`src/rtl/multicycle_controller.sv`:
```
// ---------------------------------------------------------------------------
// multicycle_controller
//
// Control unit for a multicycle MIPS-style datapath. A Moore FSM steps each
// instruction through fetch, decode and the execute/memory/writeback states
// its opcode needs. Only a few outputs also look at the inputs: PCWrite in
// BRANCH, and the FETCH strobes, which wait for mem_ready.
// Memory states give up after MEM_TIMEOUT cycles without mem_ready. Illegal
// instructions and timeouts park the FSM in TRAP with a sticky flag until
// rst is asserted.
//
// Ports
//   clk, rst           : clock, synchronous active-high reset
//   opcode, func       : instruction register fields
//   eq                 : ALU zero flag, used by beq/bne in BRANCH
//   mem_ready          : memory finishes the current access this cycle
//   PCWrite .. ALUsrcA : 1-bit datapath enables and selects
//   RegDst, MemtoReg,
//   ALUsrcB, PCsrc     : 2-bit datapath selects
//   ALUoperation       : 3-bit ALU control (010 add by default)
//   state              : current state code
//   illegal, timeout   : sticky error flags
// ---------------------------------------------------------------------------
module multicycle_controller #(
    parameter int MEM_TIMEOUT = 15,
    parameter bit ENABLE_JAL  = 1'b1
) (
    input  logic       clk,
    input  logic       rst,
    input  logic [5:0] opcode,
    input  logic [5:0] func,
    input  logic       eq,
    input  logic       mem_ready,
    output logic       PCWrite,
    output logic       IorD,
    output logic       IRWrite,
    output logic       MemRead,
    output logic       MemWrite,
    output logic       RegWrite,
    output logic       ALUsrcA,
    output logic [1:0] RegDst,
    output logic [1:0] MemtoReg,
    output logic [1:0] ALUsrcB,
    output logic [1:0] PCsrc,
    output logic [2:0] ALUoperation,
    output logic [3:0] state,
    output logic       illegal,
    output logic       timeout
);

    typedef enum logic [3:0] {
        S_FETCH  = 4'd0,
        S_DECODE = 4'd1,
        S_MEMADR = 4'd2,
        S_MEMRD  = 4'd3,
        S_MEMWB  = 4'd4,
        S_MEMWR  = 4'd5,
        S_EXEC   = 4'd6,
        S_ALUWB  = 4'd7,
        S_BRANCH = 4'd8,
        S_JUMP   = 4'd9,
        S_IMMEX  = 4'd10,
        S_IMMWB  = 4'd11,
        S_TRAP   = 4'd12
    } state_t;

    localparam logic [5:0] OP_RTYPE = 6'b000000;
    localparam logic [5:0] OP_LW    = 6'b100011;
    localparam logic [5:0] OP_SW    = 6'b101011;
    localparam logic [5:0] OP_BEQ   = 6'b000100;
    localparam logic [5:0] OP_BNE   = 6'b000101;
    localparam logic [5:0] OP_J     = 6'b000010;
    localparam logic [5:0] OP_JAL   = 6'b000011;
    localparam logic [5:0] OP_ADDI  = 6'b001000;
    localparam logic [5:0] OP_ANDI  = 6'b001100;

    localparam logic [2:0] ALU_ADD = 3'b010;
    localparam logic [2:0] ALU_SUB = 3'b110;
    localparam logic [2:0] ALU_AND = 3'b000;
    localparam logic [2:0] ALU_OR  = 3'b001;
    localparam logic [2:0] ALU_SLT = 3'b111;

    // Count value at which one more idle cycle means the access has timed out.
    localparam logic [7:0] LAST_WAIT = 8'(MEM_TIMEOUT - 1);

    state_t     state_q, state_d;
    logic [7:0] wait_cnt_q, wait_cnt_d;
    logic       illegal_q, illegal_d;
    logic       timeout_q, timeout_d;

    logic       func_legal;
    logic [2:0] rtype_aluop;
    logic       in_wait_state;
    logic       wait_expired;

    // R-type function decode: ALU operation for each supported func; any
    // other func marks the instruction illegal.
    always_comb begin
        func_legal  = 1'b1;
        rtype_aluop = ALU_ADD;
        case (func)
            6'b100000: rtype_aluop = ALU_ADD;
            6'b100010: rtype_aluop = ALU_SUB;
            6'b100100: rtype_aluop = ALU_AND;
            6'b100101: rtype_aluop = ALU_OR;
            6'b101010: rtype_aluop = ALU_SLT;
            default:   func_legal  = 1'b0;
        endcase
    end

    assign in_wait_state = (state_q == S_FETCH) || (state_q == S_MEMRD) ||
                           (state_q == S_MEMWR);
    assign wait_expired  = (wait_cnt_q >= LAST_WAIT);

    // Next-state, wait counter and sticky flags. In a memory state, mem_ready
    // is checked before the timeout, so a late mem_ready still completes the
    // access.
    always_comb begin
        state_d   = state_q;
        illegal_d = illegal_q;
        timeout_d = timeout_q;
        case (state_q)
            S_FETCH: begin
                if (mem_ready) begin
                    state_d = S_DECODE;
                end else if (wait_expired) begin
                    state_d   = S_TRAP;
                    timeout_d = 1'b1;
                end
            end
            S_DECODE: begin
                case (opcode)
                    OP_LW, OP_SW:     state_d = S_MEMADR;
                    OP_BEQ, OP_BNE:   state_d = S_BRANCH;
                    OP_J:             state_d = S_JUMP;
                    OP_ADDI, OP_ANDI: state_d = S_IMMEX;
                    OP_RTYPE: begin
                        if (func_legal) begin
                            state_d = S_EXEC;
                        end else begin
                            state_d   = S_TRAP;
                            illegal_d = 1'b1;
                        end
                    end
                    OP_JAL: begin
                        if (ENABLE_JAL) begin
                            state_d = S_JUMP;
                        end else begin
                            state_d   = S_TRAP;
                            illegal_d = 1'b1;
                        end
                    end
                    default: begin
                        state_d   = S_TRAP;
                        illegal_d = 1'b1;
                    end
                endcase
            end
            S_MEMADR: state_d = (opcode == OP_LW) ? S_MEMRD : S_MEMWR;
            S_MEMRD: begin
                if (mem_ready) begin
                    state_d = S_MEMWB;
                end else if (wait_expired) begin
                    state_d   = S_TRAP;
                    timeout_d = 1'b1;
                end
            end
            S_MEMWR: begin
                if (mem_ready) begin
                    state_d = S_FETCH;
                end else if (wait_expired) begin
                    state_d   = S_TRAP;
                    timeout_d = 1'b1;
                end
            end
            S_MEMWB:  state_d = S_FETCH;
            S_EXEC:   state_d = S_ALUWB;
            S_ALUWB:  state_d = S_FETCH;
            S_BRANCH: state_d = S_FETCH;
            S_JUMP:   state_d = S_FETCH;
            S_IMMEX:  state_d = S_IMMWB;
            S_IMMWB:  state_d = S_FETCH;
            S_TRAP:   state_d = S_TRAP;
            default:  state_d = S_FETCH;
        endcase

        // The counter runs only while a memory state keeps waiting. Any state
        // change clears it, so each memory state starts counting from zero.
        if (in_wait_state && (state_d == state_q)) begin
            wait_cnt_d = (wait_cnt_q == 8'hFF) ? wait_cnt_q : wait_cnt_q + 8'd1;
        end else begin
            wait_cnt_d = 8'd0;
        end
    end

    // State register. Reset wins over every transition, including from TRAP.
    always_ff @(posedge clk) begin
        if (rst) begin
            state_q    <= S_FETCH;
            wait_cnt_q <= 8'd0;
            illegal_q  <= 1'b0;
            timeout_q  <= 1'b0;
        end else begin
            state_q    <= state_d;
            wait_cnt_q <= wait_cnt_d;
            illegal_q  <= illegal_d;
            timeout_q  <= timeout_d;
        end
    end

    // Output decode from the registered state. Everything defaults to 0 with
    // an add on the ALU; each state only lists what it drives.
    always_comb begin
        PCWrite      = 1'b0;
        IorD         = 1'b0;
        IRWrite      = 1'b0;
        MemRead      = 1'b0;
        MemWrite     = 1'b0;
        RegWrite     = 1'b0;
        ALUsrcA      = 1'b0;
        RegDst       = 2'b00;
        MemtoReg     = 2'b00;
        ALUsrcB      = 2'b00;
        PCsrc        = 2'b00;
        ALUoperation = ALU_ADD;
        case (state_q)
            S_FETCH: begin
                MemRead = 1'b1;
                ALUsrcB = 2'b01;
                IRWrite = mem_ready;
                PCWrite = mem_ready;
            end
            S_DECODE: ALUsrcB = 2'b11;
            S_MEMADR: begin
                ALUsrcA = 1'b1;
                ALUsrcB = 2'b10;
            end
            S_MEMRD: begin
                MemRead = 1'b1;
                IorD    = 1'b1;
            end
            S_MEMWB: begin
                RegWrite = 1'b1;
                MemtoReg = 2'b01;
            end
            S_MEMWR: begin
                MemWrite = 1'b1;
                IorD     = 1'b1;
            end
            S_EXEC: begin
                ALUsrcA      = 1'b1;
                ALUoperation = rtype_aluop;
            end
            S_ALUWB: begin
                RegWrite = 1'b1;
                RegDst   = 2'b01;
            end
            S_BRANCH: begin
                ALUsrcA      = 1'b1;
                ALUoperation = ALU_SUB;
                PCsrc        = 2'b01;
                PCWrite      = (opcode == OP_BNE) ? ~eq : eq;
            end
            S_JUMP: begin
                PCWrite = 1'b1;
                PCsrc   = 2'b10;
                // jal also writes PC+4 into r31.
                if (opcode == OP_JAL) begin
                    RegWrite = 1'b1;
                    RegDst   = 2'b10;
                    MemtoReg = 2'b10;
                end
            end
            S_IMMEX: begin
                ALUsrcA      = 1'b1;
                ALUsrcB      = 2'b10;
                ALUoperation = (opcode == OP_ANDI) ? ALU_AND : ALU_ADD;
            end
            S_IMMWB: RegWrite = 1'b1;
            default: ;
        endcase
    end

    assign state   = state_q;
    assign illegal = illegal_q;
    assign timeout = timeout_q;

endmodule

```
`config.mk`:
```
export PLATFORM = sky130hd
export DESIGN_NAME = multicycle_controller
export DESIGN_NICKNAME = d
export VERILOG_FILES = /design/src/rtl/multicycle_controller.sv
export SDC_FILE = /design/constraint.sdc
export NUM_CORES = 1
export LEC_CHECK = 0
export ABC_AREA = 1
export BUFFER_PORTS_ARGS = -buffer_cell sky130_fd_sc_hd__buf_2
export CELL_PAD_IN_SITES_DETAIL_PLACEMENT = 1
export CELL_PAD_IN_SITES_GLOBAL_PLACEMENT = 2
export CORE_MARGIN = 1.5
export CORE_UTILIZATION = 26
export DETAILED_ROUTE_END_ITERATION = 8
export PLACE_DENSITY = 0.92
export SLEW_MARGIN = 20
export SYNTH_ARGS = -nofsm -noshare
export SYNTH_HDL_FRONTEND = slang
export SYNTH_SLANG_ARGS = --single-unit
```
`constraint.sdc`:
```
create_clock -name clk -period 4.2 [get_ports clk]
set_input_delay 0.21 -clock clk [delete_from_list [all_inputs] [get_ports clk]]
set_output_delay 0.21 -clock clk [all_outputs]
set_load 0.05 [all_outputs]
```
==> metrics <==
clock period minus final worst setup slack=1.99 ns; hold endpoint=timeout; H-Tree Depth=1; die outline width=69.8 um; num ports=40; VDD IR max=93.2 uV; Resized cells post-CTS=0; Clock Sinks=14; worst hold path class=in2reg; GR Util All Layers=0.134; Reg2Reg Depth=11; Synth cell types=25; post-synthesis sequential area ratio=0.242; MaxCap Viol Count=0; syn_area_per_cell=6.07 sq um; Area contributors post-synth=dfxtp_1, nand2_1, inv_1; Yosys reg bits=14; PwrDens=338 nW/um^2; most used cell, CP=inv_1; Max Clk Rate=502 MHz; core area=4320 sq um; Worst setup SP type=flop; share of cells above drive strength 1=0.292; CTS Root Cell=clkbuf_8; full die area=4870 sq um; leak pwr=0.000869 uW; synthesized instance count=191; RSZ-0062 raised after global routing=no; mapped cell area=1160 sq um; Slew Viols, Final=0; DP Wirelength=2780 um; Crit Reg-Reg Endpoint=wait_cnt_q[2]; DR DRC count=0; setup slack, reg-to-reg=2.58 ns; period utilisation layout=0.475; Critical Path AT=1.78 ns; Hold Worst Slack=0.206 ns; Post-CTS Hold Buffers=0; setup violators final=0; row count=24; Nets=255; CTS tree=yes; die height=69.8 um; Hold Violations, Final=0; outcome=finished, final reports clean; largest net degree at the start of global routing=9; initial antenna violation count=0; share of the synthesized area in the top cell type=0.242; critical path class=reg2out; reg2reg start=wait_cnt_q[0]; Detailed Route WL=3180 um; gr ovfl total=0; Worst-Skew Late Latency=0.25 ns; Worst Min Path Start=rst; first-pass GRT wire length=5440 um; clk buf depth=2; post-route ant nets=0; IO Port Bufs=39; area grow syn2layout=27.8%; vias in the first global route=1220; setup bufs post-CTS=0; Num CTS Buffers=3; Syn. warnings=0; initial core utilization=0.268; vias=1295; Clock Skew=0.0104 ns; worst-path cell chain=inv_1 -> nor2_1 -> inv_1 -> nor2_1 -> inv_1 -> a21oi_1 -> o21ai_0 -> nand3_1 -> buf_2; drt wl/cell=11.0 um; Worst setup EP type=output pin; Starting DRT DRC Count=36; Worst Path Max Fanout=6; slowest cell on the critical path=dfxtp_1; post-synth top area cell=dfxtp_1; worst hold stages=2; Max stage delay on crit path=0.49 ns; # diodes=0; final setup TNS=0 ns; CTS clk-pin slew, worst paths=0.07 ns; DR pass1 iterations=4; GPL Wtd Cong=0.773; CP required=3.99 ns; post-DR vias/cell=4.50
area by class of cell:
class                      instances  area (sq um)
inverter                          38           143
multi-input combinational        141           744
fill                             606          2840
clock buffer                       4          55.1
timing repair buffer              39           195
tap                               52          65.1
sequential                        14           280
cells in the mapped netlist:
| cell | count |
|---|---|
| xor2_1 | 3 |
| nand3_1 | 16 |
| nand2_1 | 39 |
| nand3b_1 | 2 |
| nor3_1 | 2 |
| nor2_4 | 5 |
| o21ai_0 | 5 |
| nand2_4 | 1 |
| o211ai_1 | 3 |
| a21oi_1 | 6 |
| inv_1 | 34 |
| clkinv_1 | 1 |
| and3_1 | 1 |
| inv_2 | 3 |
| o22ai_1 | 1 |
| nand3_2 | 3 |
| ha_1 | 2 |
| nand2_2 | 5 |
| nor2_2 | 8 |
| a31oi_1 | 1 |
| nand4_1 | 4 |
| conb_1 | 1 |
| dfxtp_1 | 14 |
| nor2_1 | 30 |
| nand3_4 | 1 |
flip-flops by register name, indices dropped and copies added, names as in the netlist:
signal,flops
wait_cnt_q,8
state,4
illegal,1
timeout,1
metal layers:
metal,global-route usage,wire [um],part of all wire,vias to the layer above
li1,-,-,-,680
met1,0.186,1600,0.50,586
met2,0.223,1460,0.46,25
met3,0.0102,86,0.027,4
met4,0.0385,28,0.0088,0
met5,0,0,0,-
critical path, delay by kind of cell, from the launching register on:
kind / cells / cell delay (ns)
DFF: 1 / 0.49
buffers and inverters: 4 / 0.51
and+or+nand+nor: 3 / 0.31
AOI/OAI and AO/OA: 2 / 0.20
stage by stage:
stage,std cells,total power [uW],cell area (sq um),utilization,setup slack (ns)
6_report,288,501,1480,0.343,2.21
4_1_cts,288,505,1480,0.343,2.20
5_1_grt,288,528,1480,0.343,2.01
3_3_place_gp,284,368,1430,0.330,2.56
2_1_floorplan,193,319,1170,-,1.51
3_5_place_dp,284,371,1430,0.330,2.48
power breakdown:
part / switching [uW] / internal [uW] / leakage (uW)
Sequential: 12.6 / 142 / 0.000115
Clock: 51.8 / 83.1 / 0.0000288
Combinational: 158 / 53.4 / 0.000726
Total: 222 / 279 / 0.000869
cell families (layout without fill, tap and decap cells):
logic type / count (synthesis) / count (layout) / share of synthesized area
buf+inv: 38 / 81 / 0.123
simple gates: 117 / 117 / 0.510
xor+xnor: 3 / 3 / 0.0227
flops: 14 / 14 / 0.242
other cells: 1 / 3 / 0.00323
compound gates: 16 / 16 / 0.0777
fa+ha+maj: 2 / 2 / 0.0216
layout by cell type, fill, tap and decap left out, drive strengths merged:
| master | instances |
|---|---|
| nand4 | 4 |
| nand3b | 2 |
| xor2 | 3 |
| conb | 3 |
| inv | 37 |
| a21oi | 6 |
| a31oi | 1 |
| nor2 | 43 |
| dfxtp | 14 |
| clkbuf | 4 |
| nor3 | 2 |
| ha | 2 |
| nand3 | 20 |
| o22ai | 1 |
| buf | 39 |
| nand2 | 45 |
| o21ai | 5 |
| clkinv | 1 |
| and3 | 1 |
| o211ai | 3 |
worst max path at each step:
| stage | start | to | slack, ns |
|---|---|---|---|
| 6_report | state[3] | PCWrite | 2.21 |
| 2_1_floorplan | state[3] | PCWrite | 1.51 |
| 3_5_place_dp | state[3] | PCWrite | 2.48 |
| 5_1_grt | state[3] | PCWrite | 2.01 |
| 3_3_place_gp | state[3] | PCWrite | 2.56 |
| 4_1_cts | state[3] | PCWrite | 2.20 |
(Power assumes the default switching activity.)
